<file path="config.mk">
export PLATFORM = sky130hd
export DESIGN_NAME = sync_fifo_fwft
export DESIGN_NICKNAME = d
export VERILOG_FILES = /design/src/rtl/sync_fifo_fwft.sv
export SDC_FILE = /design/constraint.sdc
export NUM_CORES = 1
export LEC_CHECK = 0
export ABC_AREA = 0
export CAP_MARGIN = 10
export CORE_UTILIZATION = 30
export CTS_CLUSTER_DIAMETER = 50
export DETAILED_ROUTE_END_ITERATION = 16
export GPL_ROUTABILITY_DRIVEN = 1
export HOLD_SLACK_MARGIN = 0.02
export RECOVER_POWER = 100
export REMOVE_ABC_BUFFERS = 1
export SYNTH_ARGS = -nofsm -noshare
export SYNTH_HDL_FRONTEND = slang
export SYNTH_SLANG_ARGS = --single-unit
</file>
<file path="constraint.sdc">
create_clock -name clk -period 3.45 [get_ports clk]
set_input_delay 0.69 -clock clk [delete_from_list [all_inputs] [get_ports clk]]
set_output_delay 0.69 -clock clk [all_outputs]
set_load 0.03 [all_outputs]
</file>
<file path="src/rtl/sync_fifo_fwft.sv">
// sync_fifo_fwft
// Single-clock FIFO with an occupancy count, programmable almost-full and
// almost-empty flags, sticky overflow/underflow error flags, and a
// selectable read mode (registered read or first-word-fall-through).
//
// Handshake: a write is accepted on a rising clk edge when winc=1 and
// wfull=0; a read/pop is accepted when rinc=1 and rempty=0. A request made
// against a full (write) or empty (read) FIFO is dropped and sets the
// matching sticky error flag. There is no full-FIFO bypass.
//
// Ports:
//   clk           single clock, all logic on the rising edge
//   rst           synchronous active-high reset
//   winc, wdata   write request and data
//   wfull         FIFO holds DEPTH words
//   walmost_full  count >= AF_LEVEL
//   rinc          read request / pop
//   rdata         read data (registered, or head word when FWFT=1)
//   rempty        FIFO holds no words
//   ralmost_empty count <= AE_LEVEL
//   count         occupancy 0..DEPTH
//   overflow      sticky: write attempted while full
//   underflow     sticky: read attempted while empty
//   clr_err       clears overflow/underflow (a same-cycle new error wins)
module sync_fifo_fwft #(
  parameter int DSIZE    = 8,
  parameter int ASIZE    = 4,
  parameter int AF_LEVEL = 14,
  parameter int AE_LEVEL = 2,
  parameter int FWFT     = 0
) (
  input  logic             clk,
  input  logic             rst,
  input  logic             winc,
  input  logic [DSIZE-1:0] wdata,
  output logic             wfull,
  output logic             walmost_full,
  input  logic             rinc,
  output logic [DSIZE-1:0] rdata,
  output logic             rempty,
  output logic             ralmost_empty,
  output logic [ASIZE:0]   count,
  output logic             overflow,
  output logic             underflow,
  input  logic             clr_err
);

  localparam int DEPTH = 1 << ASIZE;
  localparam logic [ASIZE:0] DEPTH_C = (ASIZE+1)'(DEPTH);
  localparam logic [ASIZE:0] AF_C    = (ASIZE+1)'(AF_LEVEL);
  localparam logic [ASIZE:0] AE_C    = (ASIZE+1)'(AE_LEVEL);
  localparam logic [ASIZE:0] ZERO_C  = '0;

  logic [DSIZE-1:0] mem [DEPTH];

  logic [ASIZE:0] wbin;
  logic [ASIZE:0] rbin;
  logic [ASIZE:0] wbin_next;
  logic [ASIZE:0] rbin_next;
  logic [ASIZE:0] count_next;
  logic           wr_ok;
  logic           rd_ok;

  assign wr_ok = winc & ~wfull;
  assign rd_ok = rinc & ~rempty;

  assign wbin_next = wbin + (ASIZE+1)'(wr_ok);
  assign rbin_next = rbin + (ASIZE+1)'(rd_ok);

  // The pointers carry one extra wrap bit, so their modular difference is
  // exactly count + wr_ok - rd_ok over the full 0..DEPTH range.
  assign count_next = wbin_next - rbin_next;

  // Pointers, occupancy and flags. Flags come from count_next so they line
  // up with the registered count in the same cycle.
  always_ff @(posedge clk) begin
    if (rst) begin
      wbin          <= '0;
      rbin          <= '0;
      count         <= '0;
      wfull         <= 1'b0;
      rempty        <= 1'b1;
      walmost_full  <= 1'b0;
      ralmost_empty <= 1'b1;
    end else begin
      wbin          <= wbin_next;
      rbin          <= rbin_next;
      count         <= count_next;
      wfull         <= (count_next == DEPTH_C);
      rempty        <= (count_next == ZERO_C);
      walmost_full  <= (count_next >= AF_C);
      ralmost_empty <= (count_next <= AE_C);
    end
  end

  // Storage is not reset; writes are suppressed during reset so a request
  // in the reset cycle leaves no trace.
  always_ff @(posedge clk) begin
    if (!rst && wr_ok) begin
      mem[wbin[ASIZE-1:0]] <= wdata;
    end
  end

  // Sticky error flags: a new error in the same cycle as clr_err wins.
  always_ff @(posedge clk) begin
    if (rst) begin
      overflow  <= 1'b0;
      underflow <= 1'b0;
    end else begin
      if (winc && wfull) begin
        overflow <= 1'b1;
      end else if (clr_err) begin
        overflow <= 1'b0;
      end
      if (rinc && rempty) begin
        underflow <= 1'b1;
      end else if (clr_err) begin
        underflow <= 1'b0;
      end
    end
  end

  generate
    if (FWFT == 0) begin : g_std_read
      // Registered read: the popped word appears one cycle after the rinc
      // edge and holds until the next accepted read.
      logic [DSIZE-1:0] rdata_q;
      always_ff @(posedge clk) begin
        if (rst) begin
          rdata_q <= '0;
        end else if (rd_ok) begin
          rdata_q <= mem[rbin[ASIZE-1:0]];
        end
      end
      assign rdata = rdata_q;
    end else begin : g_fwft_read
      // Head word falls through combinationally; meaningless while empty.
      assign rdata = mem[rbin[ASIZE-1:0]];
    end
  endgenerate

endmodule

</file>
### Yosys cells after proc, flatten, opt, wreduce, memory -nomap -nowiden

Memory sizes are Yosys's and may differ from the RTL's. A register that Yosys moved wholly into a read port is not among the register bits.
Cells that the tools add are included.

| word-level totals | value |
|---|---|
| RAM bits | 128 |
| input port bits | 13 |
| output and inout port bits | 19 |
| word-level logic and storage cells | 32 |
| memories kept | 1 |
| flip-flop bits (word level) | 21 |

Memory list:

| memory | words | width | read ports | clocked after memory_dff | wr ports | line | source |
|---|---|---|---|---|---|---|---|
| mem | 16 | 8 | 1 | 1 | 1 | 54 | `logic [DSIZE-1:0] mem [DEPTH];` |

| operators by class | value |
|---|---|
| magnitude comparators | 2 |
| add/sub/neg operators | 3 |
| bitwise operators | 4 |
| multiplexer cells | 5 |
| reductions and logical operators | 7 |
| equality and inequality tests | 1 |

Operator list:

| operator | number |
|---|---|
| $add A5 B1 Y5 | 2 |
| $eq A5 B5 Y1 const B | 1 |
| $ge A5 B4 Y1 const B | 1 |
| $le A5 B2 Y1 const B | 1 |
| $logic_not A5 Y1 | 1 |
| $mux W1 | 5 |
| $sub A5 B5 Y5 | 1 |
| $reduce_bool A2 Y1 | 2 |
| $logic_and A1 B1 Y1 | 3 |
| $and A1 B1 Y1 | 2 |
| $not A1 Y1 | 2 |
| $logic_not A1 Y1 | 1 |

### Depth between registers and ports, before layout

Gate-level depths: netlist of run 1.

| depth | value |
|---|---|
| word-level depth | 5 |
| mapped depth | 12 |

### Least setup slack after synthesis of run 1

Ideal clock, no wire load.

| timing path | value |
|---|---|
| path type | input -> register |
| from | input rinc |
| to | register rempty |
| data arrival time | 3025 ps |
| path slack | 309 ps |
| data required time | 3334 ps |
| cell stages on the path | 12 |
| setup time | 116 ps |
| path through | nand2b_1 > clkbuf_1 > clkbuf_1 > inv_1 > ha_1 > ha_1 > xnor2_1 > ha_1 > o311ai_2 > o211ai_2 > xnor2_2 > a41o_1 |

| between the ends | value |
|---|---|
| cells in the longest elaborated chain, start to end | 4 |

RTL lines:

| element | line | source |
|---|---|---|
| start, declared | 38 | `input logic rinc,` |
| $and A1 B1 Y1 | 65 | `assign rd_ok = rinc & ~rempty;` |
| $add A5 B1 Y5 | 68 | `assign rbin_next = rbin + (ASIZE+1)'(rd_ok);` |
| net rbin_next[1] | 59 | `logic [ASIZE:0] rbin_next;` |
| $sub A5 B5 Y5 | 72 | `assign count_next = wbin_next - rbin_next;` |
| $logic_not A5 Y1 | 90 | `rempty <= (count_next == ZERO_C);` |
| end signal, assigned | 90 |  |
| end, declared | 40 | `output logic rempty,` |

The timed path passes the listed nets, and every way through them passes these cells.
A chain may end at the register's enable or synchronous reset.

### Worst setup path in the final report of run 1

| timing path | value |
|---|---|
| from | input rinc |
| to | register wfull |

| between the ends | value |
|---|---|
| cells in the longest elaborated chain, start to end | 4 |

RTL lines:

| element | line | source |
|---|---|---|
| $and A1 B1 Y1 | 65 |  |
| $add A5 B1 Y5 | 68 |  |
| $sub A5 B5 Y5 | 72 |  |
| $eq A5 B5 Y1 | 89 | `wfull <= (count_next == DEPTH_C);` |
| end signal, assigned | 89 |  |
| end, declared | 36 | `output logic wfull,` |

Every way passes these cells.

==> results_dict.tcl, run 1 <==
set metrics [dict create \
    period_needed_ps 2970 \
    post_drt_wl_per_cell_um 17.7 \
    status "complete, no violations" \
    final-instance-count-excl-fill 683 \
    place_hpwl_um 8060 \
    p_int_mw 3.57 \
    multi_input_area_um2 1590 \
    fin_tns_setup_ps 0 \
    hold_path_class "reg2reg" \
    cap_violations 0 \
    fin_ws_ps 485 \
    synth_cell_types 37 \
    crit_required_ps 3780 \
    cts_resized 0 \
    drc 0 \
    whs_ps 490 \
    synthCells 349 \
    period_share_pct 85.9 \
    seq_power_share_pct 44.9 \
    fp-row-count 51 \
    die_w_um 145 \
    avgSynthCellArea_um2 17.6 \
    p_clk_share_pct 38.0 \
    vdd_drop_max_v 0.000387 \
    yosys_warnings 0 \
    register_area_um2 4420 \
    area_delta_synth_final_pct 20.1 \
    rsz0062_at_grt "false" \
    setup_viol 0 \
    drtAntennaViolNets 0 \
    dr.pass1.iters 5 \
    seq_area_frac_synth_pct 72.0 \
    routabilityCongestion 0.749 \
    hold_buffers 0 \
    leakagePower_nw 2.44 \
    skew_ps 9.33 \
    mostFrequentLayoutCell "edfxtp_1" \
    cts_root_buf "clkbuf_16" \
    ys_ff_latch 157 \
    place_ws_ps 189 \
    placed_area_um2 6870 \
    slew_viol_final 0 \
    overflow 0 \
    p_per_area_nw_per_um2 655 \
    slew_headroom_pct 12.8 \
    worstSetupEndpointType "flip-flop" \
    dp.cells 650 \
    grt_pass1_wl_um 19500 \
    core_um2 19800 \
    cp_max_fo 8 \
    drt_iter0_drc 226 \
    dieArea_um2 21100 \
    drive_above_1_share_pct 17.5 \
    h-tree-depth 4 \
    fillers 1849 \
    swShare_pct 26.3 \
    cts_tree "done" \
    yosys.area.top_type "edfxtp_1" \
    worstSkewPairLatency_ps 430 \
    synth_area_um2 6150 \
    share_comb_of_total_power_pct 17.1 \
    post-cts-setup-buffers 0 \
    worstSetupPathType "in2reg" \
    drt-total-wl_um 12100 \
    cts.sinks 157 \
    crit_path_start_kind "input port" \
    final_nets 425 \
    synth_top_area_share_pct 62.5 \
    cts_buffers 17 \
    cts.path.max_buffers 2 \
    max_freq_mhz 337 \
    grt_pass1_vias 3408 \
    top_level_ports 32 \
    finalPower_mw 4.84 \
    async_reset_ff_share_pct 0 \
    start_util_pct 31.1 \
    fin_util_pct 37.3 \
    clkTransAtPathRegs_ps 70 \
    worstMarginPinSlew_ps 1310 \
    io_buffers 31 \
    switchingPower_mw 1.27 \
    synth_area_leaders "edfxtp_1 (63%), mux4_2 (12%), dfxtp_1 (9.4%)" \
    cp.arrival_ps 3290 \
    synth_edf_count 128 \
    grt_max_degree 33 \
    final_cell_mix "edfxtp_1 (128), nor2_1 (33), mux4_2 (32)" \
    grt_usage_pct 12.5 \
    synth_ff_type "edfxtp_1" \
    vias_per_cell 4.69 \
    die_h_um 145 \
    antenna_found_initial 1 \
    vias 3204 \
    final_area_um2 7380 \
    hold_viol_final 0 \
]
-- path summary, 6_finish.rpt --
path | end | from | cells past startpoint | slack (ps)
min | rdata[3] | rdata[3] | 2 | 490
max | wfull | rinc | 10 | 480
min reg2reg | rdata[3] | rdata[3] | 2 | 490
max reg2reg | rdata[5] | rbin[0] | 6 | 720
-- cells in the mapped netlist (2+ instances only) --
cell,n
a21oi_1,17
buf_2,4
mux4_2,32
ha_1,8
nor2b_1,9
xnor2_1,5
nand2b_1,6
nand3_1,4
buf_1,4
nor3_1,6
nor2_1,33
inv_1,6
xnor2_2,2
edfxtp_1,128
buf_4,3
xor2_1,4
nand2_1,7
dfxtp_1,29
clkbuf_1,6
a22oi_1,19
-- power groups by stage --
stage                     Clock [mW]  Sequential (mW)  Combinational (mW)
after CTS                       1.88             2.18               0.876
after global routing            1.95             2.18               0.908
final                           1.84             2.17               0.825
after floorplan                    0             2.37               0.420
after global placement             0             2.22               0.857
after detailed placement           0             2.22               0.871
-- critical path, cell delays in order --
cell and delay [ps]:
dlygate4sd3_1 560, nand2b_1 100, inv_1 50, ha_1 200, ha_1 210, xnor2_1 640
nand2_1 130, o211ai_1 270, xnor2_2 140, nor4b_1 290
-- state kept, by name, indices dropped and copies added, names as in the netlist --
signal and cells:
rempty 1, underflow 1, rdata 8, wfull 1, overflow 1, ralmost_empty 1
rbin 5, wbin 5, mem 128, walmost_full 1, count 5
-- cell families after synthesis --
family / after synthesis / share of synthesized area [%]
buffers and inverters: 23 / 1.67
DFF: 157 / 72.0
AOI/OAI and AO/OA: 46 / 5.29
muxes: 32 / 11.7
and+or+nand+nor: 71 / 5.62
xor gates and xnor gates: 12 / 2.08
adders and majority gates: 8 / 1.63
-- per-layer routing --
layer  global-route usage (%)  vias up  wire, um
li1                         -     1480         -
met1                     16.1     1623      5460
met2                     19.6       90      5810
met3                     3.77       11       684
met4                     4.79        0       163
met5                        0        -         0
-- cell type report --
cell class                 instances  area share (%)
clock inverter                    11            1.27
antenna                            1          0.0339
timing repair buffer              53            5.54
clock buffer                      21            6.82
tap                              265            4.49
multi-input combinational        169            21.6
inverter                           6           0.305
sequential                       157            60.0
No activity file was read; power rests on OpenSTA's default activity.
==> inputs of run 2 (changes only) <==
Settings changed: CORE_ASPECT_RATIO set to 0.9.
==> results_dict.tcl, run 2 (synthesis results as in run 1) <==
set metrics [dict create \
    status "complete, no violations" \
    leakagePower_nw 2.41 \
    hold_path_class "reg2reg" \
    vias_per_cell 4.82 \
    post-cts-setup-buffers 0 \
    grt_max_degree 33 \
    cts_buffers 17 \
    period_share_pct 86.8 \
    cts.sinks 157 \
    antenna_found_initial 0 \
    largest_reg_flops 128 \
    worstRegToRegCells 6 \
    r2r_slack_ps 620 \
    post_drt_wl_per_cell_um 18.6 \
    worstSkewPairLatency_ps 430 \
    vias 3231 \
    swShare_pct 25.9 \
    cp.arrival_ps 3320 \
    cp-endpoint "wfull" \
    drt-total-wl_um 12500 \
    diodes 0 \
    dieArea_um2 21100 \
    r2r_start "rbin[0]" \
    final_nets 424 \
    routabilityCongestion 0.789 \
    share_comb_of_total_power_pct 17.2 \
    drive_above_1_share_pct 16.6 \
    slew_viol_final 0 \
    worstMarginPinSlew_ps 1370 \
    max_freq_mhz 334 \
    final_cell_mix "edfxtp_1 (128), nor2_1 (33), mux4_2 (32)" \
    slew_headroom_pct 8.53 \
    seq_power_share_pct 45.1 \
    drtAntennaViolNets 0 \
    grt_usage_pct 12.8 \
    skew_ps 8.99 \
    cts.path.max_buffers 2 \
    drt_iter0_drc 276 \
    crit_required_ps 3780 \
    rsz0062_at_grt "false" \
    mostFrequentLayoutCell "edfxtp_1" \
    overflow 0 \
    h-tree-depth 4 \
    dp.cells 639 \
    io_buffers 31 \
    grt_pass1_vias 3354 \
    setup.worst_path.start "winc" \
    period_needed_ps 3000 \
    worstSetupPathType "in2reg" \
    start_util_pct 30.7 \
    cp_max_fo 5 \
    p_int_mw 3.57 \
    final-instance-count-excl-fill 671 \
    p_per_area_nw_per_um2 656 \
    hold_viol_final 0 \
    rr_endpoint "rdata[1]" \
    die_w_um 153 \
    area_delta_synth_final_pct 19.5 \
    p_clk_share_pct 37.7 \
    hold_buffers 0 \
    crit_path_start_kind "input port" \
    fin_tns_setup_ps 0 \
    cts_resized 0 \
    worstSetupEndpointType "flip-flop" \
    die_h_um 138 \
    drc 0 \
    cts_root_buf "clkbuf_16" \
    dr.pass1.iters 4 \
    vdd_drop_max_v 0.000364 \
    cts_tree "done" \
    clkTransAtPathRegs_ps 60 \
    grt_pass1_wl_um 19100 \
    fp-row-count 49 \
    top_level_ports 32 \
    place_hpwl_um 7780 \
    setup_viol 0 \
    cap_violations 0 \
    switchingPower_mw 1.25 \
    core_um2 20000 \
]
## run 2: power groups by stage
stage | Sequential, mW | Clock, mW | Combinational [mW]
global route | 2.18 | 1.93 | 0.908
floorplan | 2.37 | 0 | 0.420
global placement | 2.21 | 0 | 0.852
detailed placement | 2.22 | 0 | 0.876
finish | 2.17 | 1.82 | 0.829
CTS | 2.18 | 1.85 | 0.878
## run 2: routing by layer
layer  GRT usage (%)  vias to the layer above  wire length (um)
li1                -                     1473                 -
met1            15.7                     1668              5390
met2            21.8                       74              6250
met3            2.93                       16               608
met4            5.56                        0               217
met5               0                        -                 0
## run 2: critical path, stage by stage
cell           delay [ps]
dlygate4sd3_1         560
nor2b_1               220
ha_1                  240
ha_1                  270
xnor2_1               140
ha_1                  230
o311ai_2              280
o211ai_1              190
xnor2_2               210
nor4b_2               290
## run 2: cell type report
cell class,instances,area [um^2]
clock buffer,20,437
clock inverter,12,136
fill,1834,12700
inverter,6,22.5
multi-input combinational,169,1610
sequential,157,4420
tap,255,319
timing repair buffer,52,398
## run 2: through the flow
stage	total power, mW	hold slack (ps)	utilization, %	setup WS [ps]	instance area (um^2)
2_1_floorplan	2.79	487	-	34.5	6070
3_3_place_gp	3.06	476	34.2	222	6850
3_5_place_dp	3.09	486	34.2	95.2	6850
4_1_cts	4.90	505	37.0	530	7430
5_1_grt	5.02	531	36.6	239	7340
6_report	4.82	494	36.6	454	7340
## run 2: worst min-delay path by stage
stage               cells after the start       end  startpoint  slack (ps)
floorplan                               2   wbin[4]     wbin[4]         490
global placement                        2  rdata[0]    rdata[0]         480
detailed placement                      2  rdata[4]    rdata[4]         490
CTS                                     2  rdata[5]    rdata[5]         500
global route                            2  rdata[5]    rdata[5]         530
finish                                  2  rdata[4]    rdata[4]         490
